==> config.mk <==
export PLATFORM = sky130hd
export DESIGN_NAME = proc_ctrl_flat
export DESIGN_NICKNAME = d
export VERILOG_FILES = /design/src/rtl/proc_ctrl_if.sv /design/src/rtl/proc_ctrl.sv /design/src/flat_wrapper.sv
export SDC_FILE = /design/constraint.sdc
export NUM_CORES = 1
export LEC_CHECK = 0
export ABC_AREA = 1
export CAP_MARGIN = 20
export CORE_MARGIN = 2
export CORE_UTILIZATION = 35
export CTS_BUF_LIST = sky130_fd_sc_hd__clkbuf_8
export CTS_CLUSTER_SIZE = 25
export DETAILED_ROUTE_END_ITERATION = 12
export PLACE_DENSITY_LB_ADDON = 0.25
export RECOVER_POWER = 100
export SLEW_MARGIN = 10
export SYNTH_ARGS = -nofsm -noshare
export SYNTH_HDL_FRONTEND = slang
export SYNTH_SLANG_ARGS = --single-unit
==> constraint.sdc <==
create_clock -name clk -period 2.15 [get_ports clk]
set_input_delay 0.215 -clock clk [delete_from_list [all_inputs] [get_ports clk]]
set_output_delay 0.215 -clock clk [all_outputs]
set_load 0.1 [all_outputs]
==> src/rtl/proc_ctrl_if.sv <==
// proc_ctrl_if: control <-> datapath signal bundle of the TinyRV1 five-stage pipeline.
// master = control unit (drives c2d_*), slave = datapath (drives d2c_*).
interface proc_ctrl_if;
   logic [31:0] d2c_inst;
   logic        d2c_eq_X;

   logic        c2d_imemreq_val_F;
   logic        c2d_reg_en_F;
   logic [1:0]  c2d_pc_sel_F;
   logic        c2d_reg_en_D;
   logic [1:0]  c2d_imm_type_D;
   logic [1:0]  c2d_op1_byp_sel_D;
   logic [1:0]  c2d_op2_byp_sel_D;
   logic        c2d_op1_sel_D;
   logic [1:0]  c2d_op2_sel_D;
   logic        c2d_alu_fn_X;
   logic        c2d_result_sel_X;
   logic        c2d_dmemreq_val_M;
   logic        c2d_dmemreq_type_M;
   logic        c2d_wb_sel_M;
   logic        c2d_rf_wen_W;
   logic [4:0]  c2d_rf_waddr_W;

   modport master (
      input  d2c_inst, d2c_eq_X,
      output c2d_imemreq_val_F, c2d_reg_en_F, c2d_pc_sel_F, c2d_reg_en_D,
             c2d_imm_type_D, c2d_op1_byp_sel_D, c2d_op2_byp_sel_D, c2d_op1_sel_D,
             c2d_op2_sel_D, c2d_alu_fn_X, c2d_result_sel_X, c2d_dmemreq_val_M,
             c2d_dmemreq_type_M, c2d_wb_sel_M, c2d_rf_wen_W, c2d_rf_waddr_W
   );

   modport slave (
      output d2c_inst, d2c_eq_X,
      input  c2d_imemreq_val_F, c2d_reg_en_F, c2d_pc_sel_F, c2d_reg_en_D,
             c2d_imm_type_D, c2d_op1_byp_sel_D, c2d_op2_byp_sel_D, c2d_op1_sel_D,
             c2d_op2_sel_D, c2d_alu_fn_X, c2d_result_sel_X, c2d_dmemreq_val_M,
             c2d_dmemreq_type_M, c2d_wb_sel_M, c2d_rf_wen_W, c2d_rf_waddr_W
   );
endinterface

==> src/rtl/proc_ctrl.sv <==
// proc_ctrl: pipelined F/D/X/M/W control unit for TinyRV1 (decode, bypass, stall, squash).
// Define PROC_CTRL_BNE_EN to add bne with branch resolution in X.
module proc_ctrl (
   input  logic        clk,
   input  logic        rst,
   proc_ctrl_if.master bus
);
   localparam logic [6:0] OP_RR   = 7'b0110011;
   localparam logic [6:0] OP_ADDI = 7'b0010011;
   localparam logic [6:0] OP_LW   = 7'b0000011;
   localparam logic [6:0] OP_SW   = 7'b0100011;
   localparam logic [6:0] OP_JAL  = 7'b1101111;
   localparam logic [6:0] OP_JALR = 7'b1100111;
   localparam logic [6:0] OP_BR   = 7'b1100011;

   typedef struct packed {
      logic       val;
      logic [4:0] rd;
      logic       rf_wen;
      logic       is_load;
      logic       alu_fn;
      logic       result_sel;
      logic       dmem_val;
      logic       dmem_type;
      logic       wb_sel;
      logic       is_branch;
   } x_t;

   typedef struct packed {
      logic       val;
      logic [4:0] rd;
      logic       rf_wen;
      logic       dmem_val;
      logic       dmem_type;
      logic       wb_sel;
   } m_t;

   typedef struct packed {
      logic       val;
      logic [4:0] rd;
      logic       rf_wen;
   } w_t;

   logic val_D_q, val_D_d;
   x_t   x_q, x_d;
   m_t   m_q, m_d;
   w_t   w_q, w_d;

   logic [6:0] opcode, funct7;
   logic [2:0] funct3;
   logic [4:0] rd_D, rs1_D, rs2_D;

   assign opcode = bus.d2c_inst[6:0];
   assign rd_D   = bus.d2c_inst[11:7];
   assign funct3 = bus.d2c_inst[14:12];
   assign rs1_D  = bus.d2c_inst[19:15];
   assign rs2_D  = bus.d2c_inst[24:20];
   assign funct7 = bus.d2c_inst[31:25];

   logic       dec_known, dec_rs1_use, dec_rs2_use, dec_rf_wen, dec_is_load;
   logic       dec_alu_fn, dec_result_sel, dec_dmem_val, dec_dmem_type, dec_wb_sel;
   logic       dec_is_branch, dec_jal, dec_jr, dec_op1_sel;
   logic [1:0] dec_imm_type, dec_op2_sel;

   always_comb begin
      dec_known      = 1'b0;
      dec_rs1_use    = 1'b0;
      dec_rs2_use    = 1'b0;
      dec_rf_wen     = 1'b0;
      dec_is_load    = 1'b0;
      dec_alu_fn     = 1'b0;
      dec_result_sel = 1'b0;
      dec_dmem_val   = 1'b0;
      dec_dmem_type  = 1'b0;
      dec_wb_sel     = 1'b0;
      dec_is_branch  = 1'b0;
      dec_jal        = 1'b0;
      dec_jr         = 1'b0;
      dec_op1_sel    = 1'b0;
      dec_imm_type   = 2'd0;
      dec_op2_sel    = 2'd0;
      case (opcode)
         OP_RR: begin
            if (funct3 == 3'b000 && (funct7 == 7'b0000000 || funct7 == 7'b0000001)) begin
               dec_known      = 1'b1;
               dec_rs1_use    = 1'b1;
               dec_rs2_use    = 1'b1;
               dec_rf_wen     = 1'b1;
               dec_result_sel = funct7[0];
            end
         end
         OP_ADDI: begin
            if (funct3 == 3'b000) begin
               dec_known   = 1'b1;
               dec_rs1_use = 1'b1;
               dec_rf_wen  = 1'b1;
               dec_op2_sel = 2'd1;
            end
         end
         OP_LW: begin
            if (funct3 == 3'b010) begin
               dec_known    = 1'b1;
               dec_rs1_use  = 1'b1;
               dec_rf_wen   = 1'b1;
               dec_is_load  = 1'b1;
               dec_op2_sel  = 2'd1;
               dec_dmem_val = 1'b1;
               dec_wb_sel   = 1'b1;
            end
         end
         OP_SW: begin
            // rs2 is the store data and still goes through the op2 bypass mux
            if (funct3 == 3'b010) begin
               dec_known     = 1'b1;
               dec_rs1_use   = 1'b1;
               dec_rs2_use   = 1'b1;
               dec_imm_type  = 2'd1;
               dec_op2_sel   = 2'd1;
               dec_dmem_val  = 1'b1;
               dec_dmem_type = 1'b1;
            end
         end
         OP_JAL: begin
            dec_known    = 1'b1;
            dec_jal      = 1'b1;
            dec_rf_wen   = 1'b1;
            dec_imm_type = 2'd2;
            dec_op1_sel  = 1'b1;
            dec_op2_sel  = 2'd2;
         end
         OP_JALR: begin
            if (funct3 == 3'b000) begin
               dec_known   = 1'b1;
               dec_jr      = 1'b1;
               dec_rs1_use = 1'b1;
            end
         end
`ifdef PROC_CTRL_BNE_EN
         OP_BR: begin
            if (funct3 == 3'b001) begin
               dec_known     = 1'b1;
               dec_rs1_use   = 1'b1;
               dec_rs2_use   = 1'b1;
               dec_imm_type  = 2'd3;
               dec_alu_fn    = 1'b1;
               dec_is_branch = 1'b1;
            end
         end
`endif
         default: ;
      endcase
   end

   logic d_val, rs1_use, rs2_use, stall, br_taken, redir_D, squash;

   assign d_val   = val_D_q & dec_known;
   assign rs1_use = d_val & dec_rs1_use;
   assign rs2_use = d_val & dec_rs2_use;

   assign stall = x_q.val & x_q.is_load & x_q.rf_wen &
                  ((rs1_use & (rs1_D == x_q.rd)) | (rs2_use & (rs2_D == x_q.rd)));

`ifdef PROC_CTRL_BNE_EN
   assign br_taken = x_q.val & x_q.is_branch & ~bus.d2c_eq_X;
`else
   logic unused_br;
   assign unused_br = x_q.is_branch ^ bus.d2c_eq_X ^ OP_BR[0];
   assign br_taken  = 1'b0;
`endif

   assign redir_D = d_val & (dec_jal | dec_jr) & ~stall;
   assign squash  = br_taken | redir_D;

   function automatic logic [1:0] byp_sel(input logic used, input logic [4:0] rs,
                                          input x_t x, input m_t m, input w_t w);
      if (!used || rs == 5'd0)                 return 2'd0;
      if (x.val && x.rf_wen && x.rd == rs)     return 2'd1;
      if (m.val && m.rf_wen && m.rd == rs)     return 2'd2;
      if (w.val && w.rf_wen && w.rd == rs)     return 2'd3;
      return 2'd0;
   endfunction

   always_comb begin
      val_D_d = squash ? 1'b0 : (stall ? val_D_q : 1'b1);

      x_d            = '0;
      x_d.val        = d_val & ~stall & ~br_taken;
      x_d.rd         = rd_D;
      x_d.rf_wen     = dec_rf_wen & (rd_D != 5'd0);
      x_d.is_load    = dec_is_load;
      x_d.alu_fn     = dec_alu_fn;
      x_d.result_sel = dec_result_sel;
      x_d.dmem_val   = dec_dmem_val;
      x_d.dmem_type  = dec_dmem_type;
      x_d.wb_sel     = dec_wb_sel;
      x_d.is_branch  = dec_is_branch;

      m_d = '{val: x_q.val, rd: x_q.rd, rf_wen: x_q.rf_wen, dmem_val: x_q.dmem_val,
              dmem_type: x_q.dmem_type, wb_sel: x_q.wb_sel};
      w_d = '{val: m_q.val, rd: m_q.rd, rf_wen: m_q.rf_wen};
   end

   always_ff @(posedge clk or posedge rst) begin
      if (rst) begin
         val_D_q <= 1'b0;
         x_q     <= '0;
         m_q     <= '0;
         w_q     <= '0;
      end else begin
         val_D_q <= val_D_d;
         x_q     <= x_d;
         m_q     <= m_d;
         w_q     <= w_d;
      end
   end

   assign bus.c2d_imemreq_val_F  = ~rst;
   assign bus.c2d_reg_en_F       = ~rst & ~stall;
   assign bus.c2d_reg_en_D       = ~rst & ~stall;
   assign bus.c2d_pc_sel_F       = br_taken ? 2'd3 : (redir_D ? (dec_jal ? 2'd2 : 2'd1) : 2'd0);

   assign bus.c2d_imm_type_D     = d_val ? dec_imm_type : 2'd0;
   assign bus.c2d_op1_sel_D      = d_val & dec_op1_sel;
   assign bus.c2d_op2_sel_D      = d_val ? dec_op2_sel : 2'd0;
   assign bus.c2d_op1_byp_sel_D  = byp_sel(rs1_use, rs1_D, x_q, m_q, w_q);
   assign bus.c2d_op2_byp_sel_D  = byp_sel(rs2_use, rs2_D, x_q, m_q, w_q);

   assign bus.c2d_alu_fn_X       = x_q.val & x_q.alu_fn;
   assign bus.c2d_result_sel_X   = x_q.val & x_q.result_sel;
   assign bus.c2d_dmemreq_val_M  = m_q.val & m_q.dmem_val;
   assign bus.c2d_dmemreq_type_M = m_q.val & m_q.dmem_type;
   assign bus.c2d_wb_sel_M       = m_q.val & m_q.wb_sel;
   assign bus.c2d_rf_wen_W       = w_q.val & w_q.rf_wen;
   assign bus.c2d_rf_waddr_W     = w_q.val ? w_q.rd : 5'd0;
endmodule

==> src/flat_wrapper.sv <==
// flat-port wrapper written by rule: the top's interface ports become plain ports
module proc_ctrl_flat 
  (clk, rst, bus_d2c_inst, bus_d2c_eq_X, bus_c2d_imemreq_val_F, bus_c2d_reg_en_F, bus_c2d_pc_sel_F, bus_c2d_reg_en_D, bus_c2d_imm_type_D, bus_c2d_op1_byp_sel_D, bus_c2d_op2_byp_sel_D, bus_c2d_op1_sel_D, bus_c2d_op2_sel_D, bus_c2d_alu_fn_X, bus_c2d_result_sel_X, bus_c2d_dmemreq_val_M, bus_c2d_dmemreq_type_M, bus_c2d_wb_sel_M, bus_c2d_rf_wen_W, bus_c2d_rf_waddr_W);
  proc_ctrl_if bus_i ();
  input  logic clk;
  input  logic rst;
  input wire logic [$bits(bus_i.d2c_inst)-1:0] bus_d2c_inst;
  input wire logic [$bits(bus_i.d2c_eq_X)-1:0] bus_d2c_eq_X;
  output wire logic [$bits(bus_i.c2d_imemreq_val_F)-1:0] bus_c2d_imemreq_val_F;
  output wire logic [$bits(bus_i.c2d_reg_en_F)-1:0] bus_c2d_reg_en_F;
  output wire logic [$bits(bus_i.c2d_pc_sel_F)-1:0] bus_c2d_pc_sel_F;
  output wire logic [$bits(bus_i.c2d_reg_en_D)-1:0] bus_c2d_reg_en_D;
  output wire logic [$bits(bus_i.c2d_imm_type_D)-1:0] bus_c2d_imm_type_D;
  output wire logic [$bits(bus_i.c2d_op1_byp_sel_D)-1:0] bus_c2d_op1_byp_sel_D;
  output wire logic [$bits(bus_i.c2d_op2_byp_sel_D)-1:0] bus_c2d_op2_byp_sel_D;
  output wire logic [$bits(bus_i.c2d_op1_sel_D)-1:0] bus_c2d_op1_sel_D;
  output wire logic [$bits(bus_i.c2d_op2_sel_D)-1:0] bus_c2d_op2_sel_D;
  output wire logic [$bits(bus_i.c2d_alu_fn_X)-1:0] bus_c2d_alu_fn_X;
  output wire logic [$bits(bus_i.c2d_result_sel_X)-1:0] bus_c2d_result_sel_X;
  output wire logic [$bits(bus_i.c2d_dmemreq_val_M)-1:0] bus_c2d_dmemreq_val_M;
  output wire logic [$bits(bus_i.c2d_dmemreq_type_M)-1:0] bus_c2d_dmemreq_type_M;
  output wire logic [$bits(bus_i.c2d_wb_sel_M)-1:0] bus_c2d_wb_sel_M;
  output wire logic [$bits(bus_i.c2d_rf_wen_W)-1:0] bus_c2d_rf_wen_W;
  output wire logic [$bits(bus_i.c2d_rf_waddr_W)-1:0] bus_c2d_rf_waddr_W;
  assign bus_i.d2c_inst = bus_d2c_inst;
  assign bus_i.d2c_eq_X = bus_d2c_eq_X;
  assign bus_c2d_imemreq_val_F = bus_i.c2d_imemreq_val_F;
  assign bus_c2d_reg_en_F = bus_i.c2d_reg_en_F;
  assign bus_c2d_pc_sel_F = bus_i.c2d_pc_sel_F;
  assign bus_c2d_reg_en_D = bus_i.c2d_reg_en_D;
  assign bus_c2d_imm_type_D = bus_i.c2d_imm_type_D;
  assign bus_c2d_op1_byp_sel_D = bus_i.c2d_op1_byp_sel_D;
  assign bus_c2d_op2_byp_sel_D = bus_i.c2d_op2_byp_sel_D;
  assign bus_c2d_op1_sel_D = bus_i.c2d_op1_sel_D;
  assign bus_c2d_op2_sel_D = bus_i.c2d_op2_sel_D;
  assign bus_c2d_alu_fn_X = bus_i.c2d_alu_fn_X;
  assign bus_c2d_result_sel_X = bus_i.c2d_result_sel_X;
  assign bus_c2d_dmemreq_val_M = bus_i.c2d_dmemreq_val_M;
  assign bus_c2d_dmemreq_type_M = bus_i.c2d_dmemreq_type_M;
  assign bus_c2d_wb_sel_M = bus_i.c2d_wb_sel_M;
  assign bus_c2d_rf_wen_W = bus_i.c2d_rf_wen_W;
  assign bus_c2d_rf_waddr_W = bus_i.c2d_rf_waddr_W;
  proc_ctrl u_core (.clk(clk), .rst(rst), .bus(bus_i));
endmodule
==> flow_summary.yaml <==
route:
  wire_per_inst_microns: 12.0
  viasPerCell: 4.51
  drtIter0Drc: 89
  via_count: 1687
  drtPass1Iterations: 4
  ant_nets: 0
  wl_mm: 4.50
  drc_errors: 0
floorplan:
  pin_count: 60
  fp.dieH_microns: 74.3
  num_rows: 25
  chipWidth_microns: 74.3
  die-area_sq_um: 5520
  start_util_pct: 36.4
  core_sq_um: 4750
sta:
  slew_headroom_pct: 53.7
  max_freq_ghz: 0.486
  period_needed_ns: 2.06
  slew_violations: 0
  fin_skew_ns: 0.00515
  min_period_over_period_pct: 95.8
  worst_pin_slew_ns: 0.694
  hold_viol: 0
  final-setup-viol-count: 0
clock_tree:
  htree_levels: 2
  cts_root_buf: "clkbuf_8"
  clock_sinks: 29
  worstSkewPairLatency_ns: 0.28
  clockBufferDepth: 2
  cts_buffers: 5
  clk_pin_slew_ns: 0.06
  cts_tree: "done"
  holdBufCountCts: 0
final_layout:
  design_area_sq_um: 2870
  fin_cells: 374
  final_nets: 341
  drive_gt1_share_pct: 32.2
  insertedDiodeCount: 0
  area_delta_synth_final_pct: 66.1
synth:
  avgSynthCellArea_sq_um: 7.82
  synth_seq_cells: 29
  synth-edff-count: 0
  yosysTopAreaCell: "dfrtp_1"
  synthArstFlopShare_pct: 100
  yosysWarnings: 0
  yosysSeqAreaShare_pct: 42.0
  yosysTopAreaCellShare_pct: 42.0
  synthDistinctLibCells: 29
  synth_nets: 256
  synth_cells: 221
  netlist_top_cells_area: "dfrtp_1 42%, inv_1 8.7%, nand2_1 8.5%"
  synth_flop_cell: "dfrtp_1"
  netlist_area_sq_um: 1730
  synthTopCellsByCount: "40 x inv_1, 39 x nand2_1, 29 x dfrtp_1, 25 x nor2_1, 12 x nand3_1"
  synth.most_common_cell: "inv_1"
global_route:
  grt_usage_pct: 17.7
  grt_max_degree: 30
  overflow: 0
  antenna_found_initial: 0
  grt_pass1_wl_mm: 7.34
  grt_pass1_vias: 1654
pwr:
  clkPwrFrac_pct: 41.5
  combPwrFrac_pct: 17.5
  swShare_pct: 25.8
  vdd_drop_max_uv: 270
  p_seq_share_pct: 41.0
  power.net_switching_mw: 0.364
  p_int_mw: 1.05
  p_leak_nw: 1.47
  cellPowerDensity_nw_per_um2: 492
worst_hold_path:
  whs_endpoint: "u_core.m_q[2]"
  hp-class: "flip-flop to flip-flop"
  hold_depth: 0
  worstHoldStart: "u_core.m_d[2]"
setup_path:
  worstSetupStartpointType: "input port"
  r2r_slack_ns: 0.55
  r2r-end: "u_core.m_d[9]"
  critical_path_required_ns: 1.93
  end_kind: "output port"
  critical_path_class: "input port to output port"
  critPathArrivalTime_ns: 1.84
  cp_max_fo: 4
  reg2reg_from: "u_core.m_d[6]"
  reg2reg_depth: 9
place:
  placed_cells: 363
  port_buffers: 57
  gp_congestion: 0.896
  place_hpwl_mm: 3.67
  placedInstanceArea_sq_um: 2660
run_status:
  status: "complete, no violations"
run:
  maxCapViolations: 0
[sequential cells by signal (all words and copies together) (netlist names)]
name and flops:
u_core.val_D_q 1, u_core.x_q 2, u_core.m_d 9, u_core.w_q 7, u_core.m_q 10
[stage by stage]
step                utilization, %  hold WS (ns)  power, mW  TNS, ns  worst slack (ns)
detailed placement            55.8         0.336      0.835   -0.468           -0.0903
global route                  60.4         0.352       1.47  -0.0530           -0.0187
global placement              55.8         0.334      0.834   -0.484           -0.0885
CTS                           59.1         0.351       1.43        0           0.00610
finish                        60.4         0.350       1.41        0            0.0909
floorplan                        -         0.246      0.707   -0.570            -0.318
[logic make-up after synthesis]
logic type	Yosys count	synth area share [%]
xor gates and xnor gates	13	6.58
DFF	29	42.0
AOI/OAI and AO/OA	24	9.12
buffers and inverters	49	11.5
other	1	0.217
and+or+nand+nor	105	30.6
[worst max-delay path, stage by stage]
cell and delay, ns:
clkdlybuf4s50_1 0.50, xor2_1 0.21, nor4_4 0.35, nand2_1 0.16, a21oi_2 0.21, buf_12 0.19
[worst max path at each step]
stage / startpoint / endpoint / slack [ns] / cells past startpoint
floorplan: bus_d2c_inst[1] / bus_c2d_reg_en_F / -0.32 / 14
global placement: bus_d2c_inst[5] / bus_c2d_reg_en_D / -0.09 / 16
detailed placement: bus_d2c_inst[6] / bus_c2d_op2_byp_sel_D[0] / -0.09 / 9
CTS: bus_d2c_inst[12] / bus_c2d_pc_sel_F[0] / 0.006 / 12
global route: bus_d2c_inst[14] / bus_c2d_reg_en_D / -0.02 / 14
finish: bus_d2c_inst[22] / bus_c2d_op2_byp_sel_D[0] / 0.09 / 6
[final cells by class]
cell class | count | area [sq um]
Fill cell | 416 | 1880
Multi-Input combinational cell | 143 | 901
Timing Repair Buffer | 82 | 871
Sequential cell | 29 | 727
Inverter | 45 | 169
Tap cell | 67 | 83.8
Clock buffer | 6 | 82.6
Clock inverter | 2 | 37.5
[layer usage]
metal	vias up	global-route usage, %	share of wire, %
li1	870	-	-
met1	745	20.4	39
met2	64	31.3	51
met3	8	4.20	7.2
met4	0	7.54	2.3
met5	-	0	0
[power by group through the flow]
stage	clock [mW]	sequential, mW	combinational, mW
final	0.587	0.579	0.248
after CTS	0.599	0.579	0.248
after detailed placement	0	0.589	0.247
after global routing	0.619	0.581	0.269
after floorplan	0	0.584	0.124
after global placement	0	0.589	0.246
[placed cells by master (no fill, tap or decap), drive strengths merged, types with 2 or more instances in the layout]
cell type      instances
clkbuf                 7
buf                   48
nor2                  27
nand4                  3
a221oi                 3
nand2                 48
dlymetal6s2s           3
or2                    2
o22ai                  8
nor3                   5
inv                   45
clkdlybuf4s50         17
xor2                   8
dfrtp                 29
dlygate4sd3            6
dlygate4sd2            6
nand3                 15
o311ai                 2
xnor2                  5
nor4                   2
a21oi                  9
[timing repair]
item	4_1_cts	5_1_grt
setup buffers	0	3
resized for setup	15	14
endpoints found under the setup margin	8	9
gates cloned	0	0
pin swaps	10	8
No activity file was read; power rests on OpenSTA's default activity.
